<file path="config.mk">
export PLATFORM = sky130hd
export DESIGN_NAME = ones_det_scheduler
export DESIGN_NICKNAME = d
export VERILOG_FILES = /design/src/rtl/ones_det_pkg.sv /design/src/rtl/ones_mod4_fsm.sv /design/src/rtl/ones_det_scheduler.sv
export SDC_FILE = /design/constraint.sdc
export NUM_CORES = 1
export LEC_CHECK = 0
export CORE_MARGIN = 3
export CORE_UTILIZATION = 40
export DETAILED_ROUTE_END_ITERATION = 6
export GPL_TIMING_DRIVEN = 1
export PLACE_DENSITY = 0.84
export SYNTH_ARGS = -nofsm -noshare
export SYNTH_HDL_FRONTEND = slang
export SYNTH_HIERARCHICAL = 1
export SYNTH_SLANG_ARGS = --single-unit
export TNS_END_PERCENT = 1
</file>
<file path="constraint.sdc">
create_clock -name clk -period 1.9 [get_ports clk]
set_input_delay 0.285 -clock clk [delete_from_list [all_inputs] [get_ports clk]]
set_output_delay 0.285 -clock clk [all_outputs]
set_load 0.02 [all_outputs]
</file>
<file path="src/rtl/ones_det_pkg.sv">
// rtl/ones_det_pkg.sv - shared types, defaults and sizing helper for the ones-detector scheduler
package ones_det_pkg;

    localparam int DEF_N_REQ  = 4;
    localparam int DEF_DATA_W = 8;

    typedef enum logic [1:0] {
        ST_IDLE  = 2'd0,
        ST_SHIFT = 2'd1,
        ST_DONE  = 2'd2
    } sched_state_e;

    typedef enum logic [1:0] {
        S0 = 2'd0,
        S1 = 2'd1,
        S2 = 2'd2,
        S3 = 2'd3
    } det_state_e;

    // Width needed to hold 0..data_w/4 four-ones events
    function automatic int cnt_w(input int data_w);
        return $clog2(data_w / 4 + 1);
    endfunction

endpackage

</file>
<file path="src/rtl/ones_mod4_fsm.sv">
// rtl/ones_mod4_fsm.sv - Moore ones-counter mod 4 with four-ones event flag
module ones_mod4_fsm
    import ones_det_pkg::*;
(
    input  logic       clk,
    input  logic       reset,
    input  logic       clr,
    input  logic       en,
    input  logic       bit_in,
    output logic [1:0] state,
    output logic       evt
);

    det_state_e state_q;
    det_state_e state_d;

    // Advance on each accepted 1, hold on 0; clear wins over stepping
    always_comb begin
        state_d = state_q;
        if (clr) begin
            state_d = S0;
        end else if (en && bit_in) begin
            case (state_q)
                S0:      state_d = S1;
                S1:      state_d = S2;
                S2:      state_d = S3;
                S3:      state_d = S0;
                default: state_d = S0;
            endcase
        end
    end

    // Detector state register
    always_ff @(posedge clk or negedge reset) begin
        if (!reset) begin
            state_q <= S0;
        end else begin
            state_q <= state_d;
        end
    end

    assign state = state_q;
    // A fourth one lands while already in S3
    assign evt   = en & bit_in & ~clr & (state_q == S3);

endmodule

</file>
<file path="src/rtl/ones_det_scheduler.sv">
// rtl/ones_det_scheduler.sv - round-robin scheduler sharing one serial ones detector among requesters
module ones_det_scheduler
    import ones_det_pkg::*;
#(
    parameter  int N_REQ  = DEF_N_REQ,
    parameter  int DATA_W = DEF_DATA_W,
    parameter  int CNT_W  = cnt_w(DATA_W),
    localparam int IDX_W  = $clog2(N_REQ)
) (
    input  logic                      clk,
    input  logic                      reset,
    input  logic [N_REQ-1:0]          req,
    input  logic [N_REQ*DATA_W-1:0]   data_in,
    output logic [N_REQ-1:0]          grant,
    output logic                      busy,
    output logic                      ser_bit,
    output logic                      done,
    output logic [IDX_W-1:0]          done_id,
    output logic [CNT_W-1:0]          det_count,
    output logic [1:0]                ones_mod4
);

    localparam int BC_W = $clog2(DATA_W);
    localparam logic [BC_W-1:0]  LAST_BIT = BC_W'(DATA_W - 1);
    localparam logic [IDX_W-1:0] LAST_IDX = IDX_W'(N_REQ - 1);

    sched_state_e      state_q, state_d;
    logic [IDX_W-1:0]  ptr_q, ptr_d;
    logic [IDX_W-1:0]  winner_q, winner_d;
    logic [DATA_W-1:0] shift_q, shift_d;
    logic [BC_W-1:0]   bit_cnt_q, bit_cnt_d;
    logic [CNT_W-1:0]  acc_q, acc_d;
    logic [CNT_W-1:0]  det_count_q, det_count_d;
    logic [1:0]        mod_q, mod_d;
    logic [N_REQ-1:0]  grant_q, grant_d;

    logic              arb_found;
    logic [IDX_W-1:0]  arb_idx;
    int                arb_j;

    logic              det_clr;
    logic              det_en;
    logic              det_bit;
    logic [1:0]        det_state;
    logic              det_evt;

    // Rotating priority search: start at ptr, wrap upward, first set request wins
    always_comb begin
        arb_found = 1'b0;
        arb_idx   = '0;
        arb_j     = 0;
        for (int i = 0; i < N_REQ; i++) begin
            arb_j = int'(ptr_q) + i;
            if (arb_j >= N_REQ) begin
                arb_j = arb_j - N_REQ;
            end
            if (!arb_found && req[arb_j[IDX_W-1:0]]) begin
                arb_found = 1'b1;
                arb_idx   = arb_j[IDX_W-1:0];
            end
        end
    end

    assign det_clr = (state_q == ST_IDLE) && arb_found;
    assign det_en  = (state_q == ST_SHIFT);
    assign det_bit = shift_q[0];

    ones_mod4_fsm u_det (
        .clk    (clk),
        .reset  (reset),
        .clr    (det_clr),
        .en     (det_en),
        .bit_in (det_bit),
        .state  (det_state),
        .evt    (det_evt)
    );

    // Scheduler next-state: capture in IDLE, stream bits in SHIFT, report in DONE
    always_comb begin
        state_d     = state_q;
        ptr_d       = ptr_q;
        winner_d    = winner_q;
        shift_d     = shift_q;
        bit_cnt_d   = bit_cnt_q;
        acc_d       = acc_q;
        det_count_d = det_count_q;
        mod_d       = mod_q;
        grant_d     = '0;
        case (state_q)
            ST_IDLE: begin
                if (arb_found) begin
                    shift_d   = data_in[arb_idx*DATA_W +: DATA_W];
                    bit_cnt_d = '0;
                    acc_d     = '0;
                    grant_d   = N_REQ'(1) << arb_idx;
                    winner_d  = arb_idx;
                    ptr_d     = (arb_idx == LAST_IDX) ? '0 : arb_idx + IDX_W'(1);
                    state_d   = ST_SHIFT;
                end
            end
            ST_SHIFT: begin
                shift_d   = shift_q >> 1;
                bit_cnt_d = bit_cnt_q + BC_W'(1);
                acc_d     = acc_q + CNT_W'(det_evt);
                if (bit_cnt_q == LAST_BIT) begin
                    // Include the final bit's contribution in the reported results
                    det_count_d = acc_q + CNT_W'(det_evt);
                    mod_d       = det_state + {1'b0, det_bit};
                    state_d     = ST_DONE;
                end
            end
            ST_DONE: begin
                state_d = ST_IDLE;
            end
            default: begin
                state_d = ST_IDLE;
            end
        endcase
    end

    // State and datapath registers; reset discards any in-flight word
    always_ff @(posedge clk or negedge reset) begin
        if (!reset) begin
            state_q     <= ST_IDLE;
            ptr_q       <= '0;
            winner_q    <= '0;
            shift_q     <= '0;
            bit_cnt_q   <= '0;
            acc_q       <= '0;
            det_count_q <= '0;
            mod_q       <= '0;
            grant_q     <= '0;
        end else begin
            state_q     <= state_d;
            ptr_q       <= ptr_d;
            winner_q    <= winner_d;
            shift_q     <= shift_d;
            bit_cnt_q   <= bit_cnt_d;
            acc_q       <= acc_d;
            det_count_q <= det_count_d;
            mod_q       <= mod_d;
            grant_q     <= grant_d;
        end
    end

    assign grant     = grant_q;
    assign busy      = (state_q != ST_IDLE);
    assign ser_bit   = (state_q == ST_SHIFT) & shift_q[0];
    assign done      = (state_q == ST_DONE);
    assign done_id   = done ? winner_q : '0;
    assign det_count = det_count_q;
    assign ones_mod4 = mod_q;

endmodule
</file>
==> flow_summary.yaml, run 1 <==
synthesis:
  synthTopCellsByArea: "dfrtp_1 (44%), mux2i_1 (10%), o221ai_2 (7.2%)"
  yosys_warnings: 6
  synth-seq-cells: 29
  yosys-mux-area-fraction: 0.116
  synth_simple_gate_area_frac: 0.154
  synth-seq-area-share: 0.435
  synthCells: 150
  synth.distinct_cells: 34
  synth_top_area_frac: 0.435
  synth_area_um2: 1670
  synth_top_family_by_area: "compound AO/OA/AOI/OAI gates"
  synth_compound_area_frac: 0.190
  synth_fp_nets: 196
  yosys.area.top_type: "dfrtp_1"
  postSynthAreaPerCell_um2: 11.1
  synth-xor-area-share: 0.0105
  synth_adder_area_share: 0.0601
die:
  core_um2: 3830
  fp.dieArea_um2: 4980
  row_count: 22
  die_h_um: 70.6
  ioPinCount: 51
  start_util: 0.436
  die_x_um: 70.6
sta:
  final_max_slew_viol_count: 0
  clock_skew_ns: 0.00503
  worstMarginPinSlew_ns: 0.405
  rsz0062_at_grt: "yes"
  setup_viol: 0
  hold_ws_ns: 0.387
  min_period_ns: 1.89
  hold_viol: 0
  relSlewSlack: 0.729
  final.period_utilization: 0.994
  max_freq_mhz: 529
final_layout:
  postLayoutCellArea_um2: 2420
  fin_nets: 264
  mostFrequentLayoutCells: "clkdlybuf4s50_1 (43), dfrtp_1 (29), mux2i_1 (17), nand2_1 (15), buf_4 (14)"
  drive_gt1_frac: 0.202
  fillers: 325
  final_util: 0.632
  antenna_cells: 0
  area_growth_pct: 45.0
  final_common_cell: "clkdlybuf4s50_1"
critical_path:
  crit_path_top_delay_cell: "or4_4"
  critical_path_required_ns: 2.06
  worst-setup-path-type: "in -> reg"
  cpLargestDelayFamily: "simple AND/OR/NAND/NOR gates"
  worst_setup_path_start_kind: "primary input"
  worst-path-max-fanout: 2
  critPathCaptureType: "flop"
  startpoint: "req[3]"
  reg2reg_from: "ptr_q[1]"
  cp.arrival_ns: 2.05
  crit_buf_inv: 2
  crit_chain: "clkdlybuf4s50_1 > or4_4 > nand2_2 > inv_2 > and4b_1 > ha_2 > mux2_2"
  r2r_setup_slack_ns: 0.17
  max_stage_delay_ns: 0.45
placed_design:
  hpwl_mm: 2.90
  place_area_um2: 2320
  port-buffer-count: 50
  gp_congestion: 0.756
routing:
  vias: 1366
  avgViaCountPerCell: 5.14
  drt_iter0_drc: 101
  wire_per_inst_um: 14.1
  ant_nets: 0
  drc: 0
  firstDrtPassIters: 4
  drt-total-wl_mm: 3.76
clocking:
  cts.reportedPaths.clkPinSlew_ns: 0.06
  cts_buffers: 5
  cts.sinks: 29
  post-cts-setup-buffers: 0
  cts_tree: "built"
  clockBufferDepth: 2
  cts.root.buffer_cell: "clkbuf_8"
  insertion_delay_ns: 0.28
  htree_levels: 2
  hold_buffers: 0
pwr:
  peakVddDrop_mv: 0.834
  power_leakage_nw: 1.16
  total_power_w: 0.00330
  power_density_nw_per_um2: 1370
worst_hold_path:
  hp-class: "in -> async"
global_routing:
  met1_usage: 0.196
  grt_util_met2: 0.281
  use_met3: 0.0497
  grt_pass1_vias: 1435
  top_usage_layer: "met2"
  grt_pass1_wl_mm: 6.46
  grt_overflow: 0
  grt_max_degree: 30
  antenna_found_initial: 0
  grt_usage: 0.161
job:
  drv_cap: 0
status:
  outcome: "finished, final reports clean"
what timing repair did:
item	in CTS	in global routing
gates resized for setup	6	7
pin swaps	1	1
hold endpoints to repair	0	0
endpoints found under the setup margin	7	5
flip-flops by register name (all words and copies together), names as in the netlist:
| name | flops |
|---|---|
| shift_q | 8 |
| grant | 4 |
| bit_cnt_q | 3 |
| acc_q | 2 |
| det_count | 2 |
| ones_mod4 | 2 |
| ptr_q | 2 |
| state_q | 2 |
| u_det/state | 2 |
| winner_q | 2 |
worst paths after layout:
| kind | depth (start not counted) | end |
|---|---|---|
| max | 7 | det_count[0] |
| min | 2 | shift_q[2] |
| max reg2reg | 6 | ptr_q[1] |
| min reg2reg | 2 | winner_q[1] |
| max in group asynchronous | 2 | bit_cnt_q[1] |
| min in group clk | 2 | winner_q[1] |
power breakdown:
| group | switching (W) | internal [W] |
|---|---|---|
| clock network | 0.000214 | 0.000286 |
| logic | 0.000891 | 0.000863 |
| registers | 0.000182 | 0.000865 |
cell type report:
type | count | area, um2 | share of cell area
clock buffers | 7 | 86.3 | 0.0357
inverters | 6 | 22.5 | 0.00932
multi-input cells | 111 | 898 | 0.372
flip-flops and latches | 29 | 726 | 0.300
well taps | 48 | 60.1 | 0.0248
repair buffers | 65 | 624 | 0.258
synthesized netlist by cell type:
library cell and count:
clkbuf_1 2, and2_1 3, or4_4 1, buf_4 1, a21bo_2 1, a311oi_1 1
buf_12 1, nor3b_1 1, o2bb2ai_2 1, o21ai_4 1, o21bai_2 1, mux2i_1 17
a22o_1 3, nor2b_1 1, inv_2 1, nand2b_1 3, a21oi_1 11, o21ai_0 5
dfrtp_1 29, xnor2_1 2, nor2_1 10, a211oi_2 1, nand3_1 1, and4b_1 1
ha_1 8, and3_1 8, nand2_4 1, inv_1 5, nand2_1 16, o21a_1 1
mux2_2 2, nor2_8 1, o221ai_2 8, a21oi_2 1
metrics by stage:
| stage | TNS, ns | cells | setup slack (ns) |
|---|---|---|---|
| after floorplan | 0 | 150 | 0.0327 |
| after global placement | -2.57 | 259 | -0.367 |
| after detailed placement | -3.12 | 259 | -0.378 |
| after CTS | -0.0138 | 266 | -0.00920 |
| after global routing | -0.0122 | 266 | -0.0122 |
| final | 0 | 266 | 0.0108 |
cells by family after synthesis:
| logic type | after synthesis |
|---|---|
| muxes | 19 |
| DFF | 29 |
| and+or+nand+nor | 47 |
| xor gates and xnor gates | 2 |
| buffers and inverters | 10 |
| AOI/OAI and AO/OA | 35 |
| adders and majority gates | 8 |
layer usage:
| layer | vias up | wire, um |
|---|---|---|
| li1 | 680 | - |
| met3 | 4 | 189 |
| met4 | 0 | 29 |
| met1 | 650 | 1640 |
| met5 | - | 0 |
| met2 | 32 | 1890 |
Power figures use the tool's default switching activity.
==> run 2: changes to the inputs <==
--- a/config.mk
+++ b/config.mk
@@ -5,13 +5,12 @@
 export SDC_FILE = /design/constraint.sdc
 export NUM_CORES = 1
 export LEC_CHECK = 0
-export CORE_MARGIN = 3
+export CORE_MARGIN = 2
 export CORE_UTILIZATION = 40
 export DETAILED_ROUTE_END_ITERATION = 6
 export GPL_TIMING_DRIVEN = 1
 export PLACE_DENSITY = 0.84
 export SYNTH_ARGS = -nofsm -noshare
 export SYNTH_HDL_FRONTEND = slang
-export SYNTH_HIERARCHICAL = 1
 export SYNTH_SLANG_ARGS = --single-unit
 export TNS_END_PERCENT = 1
==> run 2 against run 1 <==
Compared with the run above: worst hold slack better by 0.00088 ns; worst setup slack better by 0.12 ns; utilization down 5.6 points; sequential share of layout area up 1.7 points; non-clock buffer count down 8; largest power group unchanged; cell count up 0.38%; combinational power down 17%; first-iteration DRC count down 72%; power down 9.2%; synthesized cell count up 6.0%; area after synthesis down 1.3%; register-to-register slack better by 0.07 ns.
==> flow_summary.yaml, run 2 <==
status:
  outcome: "finished, final reports clean"
sta:
  max_freq_mhz: 565
  final_max_slew_viol_count: 0
  hold_viol: 0
  setup_viol: 0
  hold_ws_ns: 0.388
  worstMarginPinSlew_ns: 0.447
  min_period_ns: 1.77
  setup_slack_ns: 0.130
  final.period_utilization: 0.932
  relSlewSlack: 0.702
  rsz0062_at_grt: "no"
  clock_skew_ns: 0.00585
synthesis:
  synth-seq-area-share: 0.441
  synth_most_common_cell: "dfrtp_1"
  synth-seq-cells: 29
  yosys_warnings: 0
  synth.top_cells.by_count: "dfrtp_1 (29), nand2_1 (20), mux2i_1 (16)"
  synth_flop_cell: "dfrtp_1"
  synthCells: 159
  synth.distinct_cells: 34
  synth_fp_nets: 208
  yosys.area.top_type: "dfrtp_1"
  synthTopCellsByArea: "dfrtp_1 (44%), mux2i_1 (9.7%), ha_1 (8.4%)"
  synth_top_area_frac: 0.441
  synth_edf_count: 0
  ys_async_sr_fraction: 1.00
  synth_area_um2: 1650
  postSynthAreaPerCell_um2: 10.3
clocking:
  cts.reportedPaths.clkPinSlew_ns: 0.06
  clockBufferDepth: 2
  cts.root.buffer_cell: "clkbuf_8"
  insertion_delay_ns: 0.28
  cts.sinks: 29
  cts_buffers: 5
  cts_tree: "built"
  htree_levels: 2
final_layout:
  mostFrequentLayoutCells: "clkdlybuf4s50_1 (47), dfrtp_1 (29), nand2_1 (20), mux2i_1 (16)"
  drive_gt1_frac: 0.106
  fillers: 345
  largest-register: "shift_q"
  fin_nets: 266
  largest_reg_flops: 8
  area_growth_pct: 39.0
  final_common_cell: "clkdlybuf4s50_1"
  antenna_cells: 0
  layoutNonFillerInstCount: 267
pwr:
  power_density_nw_per_um2: 1310
  peakVddDrop_mv: 0.514
  power_leakage_nw: 1.08
critical_path:
  crit_path_top_delay_cell: "clkdlybuf4s50_1"
  critPathCaptureType: "output pin"
  crit_chain: "nor2b_1 > clkdlybuf4s50_1"
  reg2reg_to: "shift_q[0]"
  rr_worst_depth: 6
  worst-setup-path-type: "reg -> out"
  reg2reg_from: "ptr_q[1]"
  crit_buf_inv: 1
  max_stage_delay_ns: 0.63
  worst-path-max-fanout: 4
  critical_path_required_ns: 1.62
  cpLargestDelayFamily: "buffers and inverters"
  cp.arrival_ns: 1.49
  r2r_setup_slack_ns: 0.24
  worst_setup_path_start_kind: "flop"
routing:
  wire_per_inst_um: 12.8
  drt_iter0_drc: 28
  firstDrtPassIters: 4
  avgViaCountPerCell: 5.09
  ant_nets: 0
  drc: 0
  drt-total-wl_mm: 3.42
  vias: 1360
die:
  die_h_um: 68.1
  start_util: 0.414
  core_um2: 3970
  fp.dieArea_um2: 4640
  die_x_um: 68.1
  row_count: 23
  ioPinCount: 51
placed_design:
  gp_congestion: 0.801
  port-buffer-count: 50
  pre_cts_slack_ns: -0.111
  dpl.cell_count: 260
  hpwl_mm: 2.56
global_routing:
  grt_pass1_vias: 1323
  grt_max_degree: 30
  antenna_found_initial: 0
  grt_usage: 0.176
  grt_overflow: 0
  grt_pass1_wl_mm: 5.84
worst_hold_path:
  hp-class: "in -> async"
job:
  drv_cap: 0
-- run 2: cell types whose count changed in the layout (fill, tap and decap cells not counted), moves of 3 or more --
| cell | previous run | this run |
|---|---|---|
| buf_4 | 14 | 6 |
| nor2_1 | 9 | 3 |
| a22o_1 | 3 | 0 |
| o21ai_0 | 3 | 9 |
| o221ai_2 | 8 | 0 |
| clkdlybuf4s50_1 | 43 | 47 |
| inv_1 | 5 | 9 |
| and2_1 | 3 | 6 |
| and3_2 | 0 | 5 |
| o221ai_1 | 0 | 8 |
| ha_1 | 7 | 11 |
| nand2_1 | 15 | 20 |
| and3_1 | 8 | 3 |
-- run 2: logic make-up after synthesis --
| logic type | Yosys count | share of synthesized area |
|---|---|---|
| compound gates | 37 | 0.143 |
| flops | 29 | 0.441 |
| buf+inv | 15 | 0.0624 |
| simple gates | 47 | 0.148 |
| xor+xnor | 2 | 0.0106 |
| fa+ha+maj | 11 | 0.0836 |
| mux | 18 | 0.111 |
-- run 2: through the flow --
step | instance area [um2] | utilization | TNS, ns | total power (W)
2_1_floorplan | 1650 | - | 0 | 0.00205
3_3_place_gp | 2200 | 0.555 | -0.223 | 0.00245
3_5_place_dp | 2200 | 0.555 | -0.655 | 0.00252
4_1_cts | 2290 | 0.576 | 0 | 0.00303
5_1_grt | 2290 | 0.576 | 0 | 0.00326
6_report | 2290 | 0.576 | 0 | 0.00300
-- run 2: how the worst max path moves through the flow --
stage,from,to,cells after the start
floorplan,state_q[0],det_count[0],5
global placement,req[0],shift_q[2],7
global route,state_q[1],done,2
detailed placement,req[0],shift_q[0],7
CTS,state_q[0],done,2
finish,state_q[0],done,2
-- run 2: where the power goes --
| part | switching [W] | total (W) | internal (W) |
|---|---|---|---|
| combinational | 0.000755 | 0.00145 | 0.000699 |
| clock | 0.000217 | 0.000504 | 0.000287 |
| sequential | 0.000162 | 0.00104 | 0.000877 |
-- run 2: final cells by class --
cell class	instances	area, um2	share of cell area
timing repair buffer	57	562	0.246
clock buffer	7	86.3	0.0377
inverter	9	33.8	0.0148
multi-input combinational	115	817	0.357
sequential	29	726	0.317
tap	50	62.6	0.0274
-- run 2: what timing repair did --
| action | 4_1_cts | 5_1_grt |
|---|---|---|
| resized for setup | 3 | 0 |
| buffers inserted | 0 | 0 |
| endpoints found under the setup margin | 3 | 0 |
| hold buffers | 0 | 0 |
-- run 2: routing by layer --
metal	track usage	part of all wire	up-vias
met5	0	0	-
met4	0.0750	0.019	0
met3	0.0559	0.055	5
met2	0.308	0.53	38
met1	0.195	0.39	639
li1	-	-	678
-- run 2: worst reg2reg max path: cells and delay by family (launching register included) --
family / cells / cell delay [ns]
AOI/OAI and AO/OA: 4 / 0.67
buffers and inverters: 1 / 0.19
DFF: 1 / 0.42
muxes: 1 / 0.25
